[config.mk]
export PLATFORM = sky130hd
export DESIGN_NAME = fifo_wr_arbiter_flat
export DESIGN_NICKNAME = d
export VERILOG_FILES = /design/src/rtl/fifo_wr_arbiter_if.sv /design/src/rtl/fifo_wr_arbiter.sv /design/src/flat_wrapper.sv
export SDC_FILE = /design/constraint.sdc
export NUM_CORES = 1
export LEC_CHECK = 0
export BUFFER_PORTS_ARGS = -buffer_cell sky130_fd_sc_hd__buf_2
export CAP_MARGIN = 5
export CORE_MARGIN = 5
export CORE_UTILIZATION = 40
export CTS_CLUSTER_SIZE = 10
export DETAILED_ROUTE_END_ITERATION = 6
export PLACE_DENSITY = 0.78
export SLEW_MARGIN = 20
export SYNTH_ARGS = -nofsm -noshare
export SYNTH_HDL_FRONTEND = slang
export SYNTH_SLANG_ARGS = --single-unit
[constraint.sdc]
create_clock -name wclk -period 3.3 [get_ports wclk]
set_input_delay 0.66 -clock wclk [delete_from_list [all_inputs] [get_ports wclk]]
set_output_delay 0.66 -clock wclk [all_outputs]
set_load 0.01 [all_outputs]
[src/rtl/fifo_wr_arbiter_if.sv]
// Write-side bundle between the producers, the arbiter and the async FIFO write port.
// The master modport is the producer/FIFO side; the slave modport is the arbiter.
interface fifo_wr_arbiter_if #(
  parameter int NUM_REQ    = 4,
  parameter int DATA_WIDTH = 8
);
  localparam int IDW = $clog2(NUM_REQ);

  logic [NUM_REQ-1:0]            req_valid;
  logic [NUM_REQ-1:0]            req_last;
  logic [NUM_REQ*DATA_WIDTH-1:0] req_data;
  logic [NUM_REQ-1:0]            req_ready;
  logic                          fifo_winc;
  logic [DATA_WIDTH-1:0]         fifo_wdata;
  logic                          fifo_wfull;
  logic                          grant_valid;
  logic [IDW-1:0]                grant_id;

  modport master (
    output req_valid, req_last, req_data, fifo_wfull,
    input  req_ready, fifo_winc, fifo_wdata, grant_valid, grant_id
  );

  modport slave (
    input  req_valid, req_last, req_data, fifo_wfull,
    output req_ready, fifo_winc, fifo_wdata, grant_valid, grant_id
  );
endinterface

[src/rtl/fifo_wr_arbiter.sv]
// Round-robin arbiter sharing one async FIFO write port among NUM_REQ producers.
// A grant lasts up to MAX_BURST beats and ends early on req_last or when valid drops.
module fifo_wr_arbiter #(
  parameter int NUM_REQ    = 4,
  parameter int DATA_WIDTH = 8,
  parameter int MAX_BURST  = 4
) (
  input  logic             wclk,
  input  logic             wrst_n,
  fifo_wr_arbiter_if.slave bus
);
  localparam int IDW = $clog2(NUM_REQ);
  localparam int BCW = $clog2(MAX_BURST) + 1;
  localparam logic [IDW-1:0] LAST_ID   = IDW'(NUM_REQ - 1);
  localparam logic [BCW-1:0] LAST_BEAT = BCW'(MAX_BURST - 1);
  localparam logic [IDW:0]   NUM_REQ_W = (IDW+1)'(NUM_REQ);

  typedef enum logic {IDLE, GRANT} state_e;

  state_e         state_q;
  logic [IDW-1:0] grant_id_q;
  logic [IDW-1:0] rr_ptr_q;
  logic [BCW-1:0] beat_cnt_q;

  logic           found_d;
  logic [IDW-1:0] winner_d;
  logic [IDW:0]   cand;
  logic           granted;
  logic           g_valid;
  logic           g_last;
  logic           xfer;
  logic           burst_done;
  logic [IDW-1:0] next_ptr;

  // First valid requester found walking upward from rr_ptr with wrap-around.
  always_comb begin
    found_d  = 1'b0;
    winner_d = '0;
    cand     = '0;
    for (int k = 0; k < NUM_REQ; k++) begin
      cand = {1'b0, rr_ptr_q} + (IDW+1)'(k);
      if (cand >= NUM_REQ_W) begin
        cand = cand - NUM_REQ_W;
      end
      if (!found_d && bus.req_valid[cand[IDW-1:0]]) begin
        found_d  = 1'b1;
        winner_d = cand[IDW-1:0];
      end
    end
  end

  assign granted    = (state_q == GRANT);
  assign g_valid    = bus.req_valid[grant_id_q];
  assign g_last     = bus.req_last[grant_id_q];
  assign xfer       = granted & g_valid & ~bus.fifo_wfull;
  assign burst_done = g_last | (beat_cnt_q == LAST_BEAT);
  assign next_ptr   = (grant_id_q == LAST_ID) ? '0 : grant_id_q + IDW'(1);

  // Ready is independent of valid so producers never see a combinational loop.
  always_comb begin
    bus.req_ready  = '0;
    bus.fifo_wdata = '0;
    for (int i = 0; i < NUM_REQ; i++) begin
      if (grant_id_q == IDW'(i)) begin
        bus.req_ready[i] = granted & ~bus.fifo_wfull;
        bus.fifo_wdata   = bus.req_data[i*DATA_WIDTH +: DATA_WIDTH];
      end
    end
  end

  assign bus.fifo_winc   = xfer;
  assign bus.grant_valid = granted;
  assign bus.grant_id    = grant_id_q;

  // A full FIFO only stalls the burst; the grant is dropped on last beat, burst limit or valid loss.
  always_ff @(posedge wclk or negedge wrst_n) begin
    if (!wrst_n) begin
      state_q    <= IDLE;
      grant_id_q <= '0;
      rr_ptr_q   <= '0;
      beat_cnt_q <= '0;
    end else begin
      case (state_q)
        IDLE: begin
          if (found_d) begin
            grant_id_q <= winner_d;
            beat_cnt_q <= '0;
            state_q    <= GRANT;
          end
        end
        GRANT: begin
          if (xfer && !burst_done) begin
            beat_cnt_q <= beat_cnt_q + BCW'(1);
          end else if (xfer || !g_valid) begin
            state_q    <= IDLE;
            rr_ptr_q   <= next_ptr;
            beat_cnt_q <= '0;
          end
        end
        default: begin
          state_q <= IDLE;
        end
      endcase
    end
  end
endmodule

[src/flat_wrapper.sv]
// flat-port wrapper written by rule: the top's interface ports become plain ports
module fifo_wr_arbiter_flat 
#(
  parameter int NUM_REQ    = 4,
  parameter int DATA_WIDTH = 8,
  parameter int MAX_BURST  = 4
)
  (wclk, wrst_n, bus_req_valid, bus_req_last, bus_req_data, bus_fifo_wfull, bus_req_ready, bus_fifo_winc, bus_fifo_wdata, bus_grant_valid, bus_grant_id);
  fifo_wr_arbiter_if #(.NUM_REQ(NUM_REQ), .DATA_WIDTH(DATA_WIDTH)) bus_i ();
  input  logic wclk;
  input  logic wrst_n;
  input wire logic [$bits(bus_i.req_valid)-1:0] bus_req_valid;
  input wire logic [$bits(bus_i.req_last)-1:0] bus_req_last;
  input wire logic [$bits(bus_i.req_data)-1:0] bus_req_data;
  input wire logic [$bits(bus_i.fifo_wfull)-1:0] bus_fifo_wfull;
  output wire logic [$bits(bus_i.req_ready)-1:0] bus_req_ready;
  output wire logic [$bits(bus_i.fifo_winc)-1:0] bus_fifo_winc;
  output wire logic [$bits(bus_i.fifo_wdata)-1:0] bus_fifo_wdata;
  output wire logic [$bits(bus_i.grant_valid)-1:0] bus_grant_valid;
  output wire logic [$bits(bus_i.grant_id)-1:0] bus_grant_id;
  assign bus_i.req_valid = bus_req_valid;
  assign bus_i.req_last = bus_req_last;
  assign bus_i.req_data = bus_req_data;
  assign bus_i.fifo_wfull = bus_fifo_wfull;
  assign bus_req_ready = bus_i.req_ready;
  assign bus_fifo_winc = bus_i.fifo_winc;
  assign bus_fifo_wdata = bus_i.fifo_wdata;
  assign bus_grant_valid = bus_i.grant_valid;
  assign bus_grant_id = bus_i.grant_id;
  fifo_wr_arbiter #(.NUM_REQ(NUM_REQ), .DATA_WIDTH(DATA_WIDTH), .MAX_BURST(MAX_BURST)) u_core (.wclk(wclk), .wrst_n(wrst_n), .bus(bus_i));
endmodule
---- Yosys cells after proc, flatten, opt, wreduce, memory -nomap -nowiden ----
Index checks and enable logic that the tools add are counted.
storage, ports and cells
  input port bits ......................... 43
  logic and storage cells ................. 90
  output and inout port bits .............. 16
  bits in registers ....................... 8
cells by class
  bitwise logic cells ..................... 7
  reduce and logical (&&, ||, !) cells .... 14
  add/subtract/negate cells ............... 9
  equality and inequality tests ........... 6
  multiplexer cells ....................... 41
  order comparisons ....................... 9
operator list
  cell                 number
  $mux 8               4
  $mux 2               9
  $mux 1               17
  $lt 2x3->1 const B   5
  $bmux 1 s2           6
  $ge 3x3->1 const B   3
  $mux 3               3
  $sub 2x1->2 const B  4
  $add 2x2->3 const B  2
  $pmux 3 s2           1
  $logic_not 1->1      5
  $eq 2x2->1 const B   2
  $logic_and 1x1->1    4
  $reduce_and 2->1     2
  $add 2x1->3 const B  1
  $add 3x1->3 const B  1
  $and 1x1->1          3
  $eq 3x2->1 const B   1
  $ge 2x3->1 const B   1
  $ne 3x3->1 const B   1
  $not 1->1            3
  $reduce_and 3->1     1
  $add 2x1->2 const B  1
  $eq 2x1->1 const B   1
  5 further kinds      5

---- Logic depth before layout (Yosys ltp) ----
  depth in word-level cells ............... 16
  depth in mapped cells ................... 8
  mapped depth without buffers ............ 6

---- Worst setup path before layout ----
OpenSTA, ideal clock, no wires.
  kind .................................... register to output
  start point ............................. register u_core.grant_id_q[0], in the netlist u_core.bus.grant_id[0]
  end point ............................... output bus_fifo_wdata[0]
  setup slack ............................. 928 ps
  data arrival time ....................... 1712 ps
  required time ........................... 2640 ps
  stages on the path, launching flop included .. 8
  buffers on the path ..................... 3
  cell sequence ........................... dfrtp_1 > clkbuf_2 > inv_1 > ha_1 > clkbuf_1 > clkbuf_1 > a221oi_1 > o31ai_1
between the ends
  word-level cells in the longest chain between the ends .. 5
  elaborated cells between the ends (all ways) .. 8
  those cells by class .................... eq/ne (3); mux (4); reduce/logical (1)
RTL lines
  item                      RTL line               RTL
  start: declaration        fifo_wr_arbiter.sv:21  logic [IDW-1:0] grant_id_q;
  start signal: assignment  fifo_wr_arbiter.sv:86  grant_id_q <= winner_d;
  $logic_not 2->1           fifo_wr_arbiter.sv:64  if (grant_id_q == IDW'(i)) begin
  $mux 8 (3 in series)      fifo_wr_arbiter.sv:64
  $mux 8 (*)                fifo_wr_arbiter.sv:64
  end: declaration          flat_wrapper.sv:18     output wire logic [$bits(bus_i.fifo_wdata)-1:0] bus_fifo_wdata;
Mark *: on every way between the ends. The rest lies on a longest branch, timed or not.

---- Worst setup path in the final report ----
  start point ............................. register u_core.grant_id_q[1], in the netlist u_core.bus.grant_id[1]
  end point ............................... output bus_fifo_wdata[2]
Same word-level chain as after synthesis.

==> run_results.csv <==
group,metric,value,unit
drt,viasPerCell,5.30,
drt,met1_length,1110,um
place,dp_cells,192,
synthesis,ys.flop_type,"dfrtp_1",
global_route,overflow,0,
synthesis,ys_ff_latch,8,
worst_setup_path,critical_path_class,"flip-flop to primary output",
worst_setup_path,cpMaxStageDelayCell,"dfrtp_1",
drt,drtIter0Drc,71,
clocking,clk_pin_slew,0.06,ns
timing,skew,0.00583,ns
synthesis,syn_area,847,um^2
power_and_ir_drop,clkPwrFrac,8.4,%
drt,first_pass_iters,4,
cells_and_area,num-fill-cells,194,
timing,slew_headroom,50.6,%
worst_setup_path,cpPeakStageDelay,0.50,ns
cells_and_area,utilization,59.0,%
timing,rsz0062_at_grt,"false",
floorplanning,ios,59,
global_route,antenna_found_initial,0,
place,place_area,1150,um^2
timing,max_clock_freq,370,MHz
timing,setup_viol,0,
power_and_ir_drop,p_seq_share,21.8,%
clocking,cts_tree,"done",
place,dp_hpwl,2170,um
timing,min_period,2.70,ns
synthesis,synth_top_area_cell,"dfrtp_1",
place,io_buffer_count,58,
cells_and_area,nets,219,
clocking,clk_path_buf_depth,2,
clocking,clock-root-buffer,"clkbuf_4",
outcome,outcome,"complete, no violations",
global_route,grt_usage,16.7,%
synthesis,syn-num-nets,162,
worst_setup_path,worstPathArrival,2.04,ns
worst_setup_path,worstPathRequired,2.64,ns
cells_and_area,syn2layout_area_growth,38.1,%
cells_and_area,drive_gt1_share,38.1,%
floorplanning,die-height,56.0,um
power_and_ir_drop,p_int,0.470,mW
worst_setup_path,cpMostUsedCell,"a21oi_1",
cells_and_area,antennaDiodeCount,0,
synthesis,yosysMostFrequentCell,"nand2_1",
global_route,grt_pass1_vias,949,
clocking,cts_made_buffers,3,
timing,tightest_slew,0.734,ns
drt,wl_met3,304,um
floorplanning,fp.coreArea,1980,um^2
worst_setup_path,startpoint_type,"flip-flop",
floorplanning,die_w,56.0,um
clocking,cts_post_setup_buffers_inserted,0,
power_and_ir_drop,peakVddDrop,0.490,mV
synthesis,postSynthAreaPerCell,7.50,um^2
timing,finalCritPeriodShare,81.9,%
power_and_ir_drop,p_sw_share,48.8,%
clocking,post_cts_resized,0,
min_path,hold_class,"input pin to async pin",
floorplanning,initial_utilization,42.7,%
power_and_ir_drop,power_switching,0.449,mW
cells_and_area,stdcell_count,195,
worst_setup_path,path_cells,"inv_1 -> ha_1 -> nand3b_1 -> a21oi_1 -> a21oi_1 -> o21ai_0 -> buf_2",
synthesis,syn_inst,113,
cells_and_area,fin_area,1170,um^2
clocking,cts_hold_buf,0,
place,gp_congestion,0.930,
power_and_ir_drop,p_leak,0.586,nW
drt,wl,2660,um
global_route,grt_max_degree,19,
drt,maxUsedRoutingLayer,"met4",
floorplanning,die_area,3140,um^2
synthesis,seq_area_frac_synth,23.6,%
power_and_ir_drop,power_frac_comb,69.8,%
synthesis,synth_top_cells_by_count,"nand2_1 (19), a21oi_1 (13), o21ai_0 (12)",
timing,finalHoldViolCount,0,
power_and_ir_drop,p_per_area,786,nW/um^2
drt,drc,0,
run,maxCapViolations,0,
synthesis,synth_warnings,0,
clocking,cts_sinks,8,
drt,met2WireLength,1220,um
timing,drv_slew,0,
worst_setup_path,crit_fanout,16,
synthesis,async_flop_share,100,%
clocking,clk_latency,0.26,ns
synthesis,synth_area_leaders,"dfrtp_1 (24%), ha_1 (8.9%), nand2_1 (8.4%)",
synthesis,ys_types,28,
worst_setup_path,critPathBufInv,2,
clocking,cts_htree_levels,1,
drt,ant_nets,0,
drt,num_vias,1034,
drt,wire_per_inst,13.6,um
floorplanning,rows,16,
power_and_ir_drop,power,0.919,mW
worst_setup_path,cp-end-kind,"primary output",
global_route,grt_pass1_wl,4350,um
synthesis,yosysTopAreaCellShare,23.6,%
worst_setup_path,cp_top_family,"flip-flops",
synthesis,synth-edff-count,0,
timing,fin_tns_setup,0,ns
[metal layers]
layer	GRT usage [%]	vias to the layer above
li1	-	509
met1	20.6	465
met2	27.9	57
met3	5.34	3
met4	4.07	0
met5	0	-
[cell families after synthesis]
logic type               after synthesis  synth area share, %
flip-flops                             8                 23.6
AO/OA/AOI/OAI                         36                 25.3
multiplexers                           6                 8.86
buffers and inverters                 11                 5.02
AND/OR/NAND/NOR                       46                 28.4
adder cells (fa/ha/maj)                6                 8.86
[worst register-to-register path, stage by stage (launching register included)]
cell and delay, ns:
dfrtp_1 0.40, ha_1 0.21, ha_1 0.22, nor2_1 0.10
a22oi_1 0.12, a21oi_2 0.21, mux2_1 0.34
[layout by cell type, fill, tap and decap left out, types with 2 or more instances in the layout]
| master | n |
|---|---|
| mux2i_1 | 3 |
| inv_1 | 5 |
| and2_1 | 6 |
| clkbuf_4 | 3 |
| a221oi_1 | 2 |
| ha_1 | 6 |
| a21oi_1 | 13 |
| nand2_1 | 19 |
| nor2b_1 | 4 |
| dfrtp_1 | 8 |
| o31ai_1 | 3 |
| mux2_1 | 2 |
| nand2b_1 | 3 |
| buf_2 | 58 |
| o21ai_0 | 12 |
| nand3b_1 | 6 |
| nor2_1 | 4 |
[per-stage QoR]
stage	hold slack [ns]	setup WS, ns
final	0.231	0.599
after global routing	0.249	0.396
after CTS	0.241	0.573
after detailed placement	0.472	0.858
after global placement	0.462	0.941
after floorplan	0.364	0.928
[worst paths after layout]
kind	cells past startpoint	to	startpoint	slack (ns)
worst min-delay path	1	u_core.bus.grant_valid	wrst_n	0.23
worst max register to register	6	u_core.rr_ptr_q[0]	u_core.beat_cnt_q[0]	1.58
worst max-delay path	7	bus_fifo_wdata[2]	u_core.bus.grant_id[1]	0.60
min in group wclk	2	u_core.beat_cnt_q[2]	u_core.beat_cnt_q[2]	0.48
max in group asynchronous	1	u_core.bus.grant_id[0]	wrst_n	2.90
worst min register to register	2	u_core.beat_cnt_q[2]	u_core.beat_cnt_q[2]	0.48
[final cells by class]
cell class	count	area [um^2]	share of cell area, %
multi-input combinational	94	604	51.7
sequential	8	200	17.1
clock buffer	3	22.5	1.93
timing repair buffer	58	290	24.8
inverter	5	18.8	1.60
tap	27	33.8	2.89
[flip-flops by register name, summed over array words and instances (netlist names)]
signal / count
u_core.bus.grant_id: 2
u_core.bus.grant_valid: 1
u_core.beat_cnt_q: 3
u_core.rr_ptr_q: 2
[power by group through the flow]
stage | combinational, mW | sequential (mW) | clock, mW
final | 0.641 | 0.200 | 0.0776
after global routing | 0.721 | 0.209 | 0.0793
after CTS | 0.647 | 0.199 | 0.0767
after detailed placement | 0.645 | 0.200 | 0
after global placement | 0.629 | 0.196 | 0
after floorplan | 0.443 | 0.185 | 0
No activity file was read; power rests on OpenSTA's default activity.
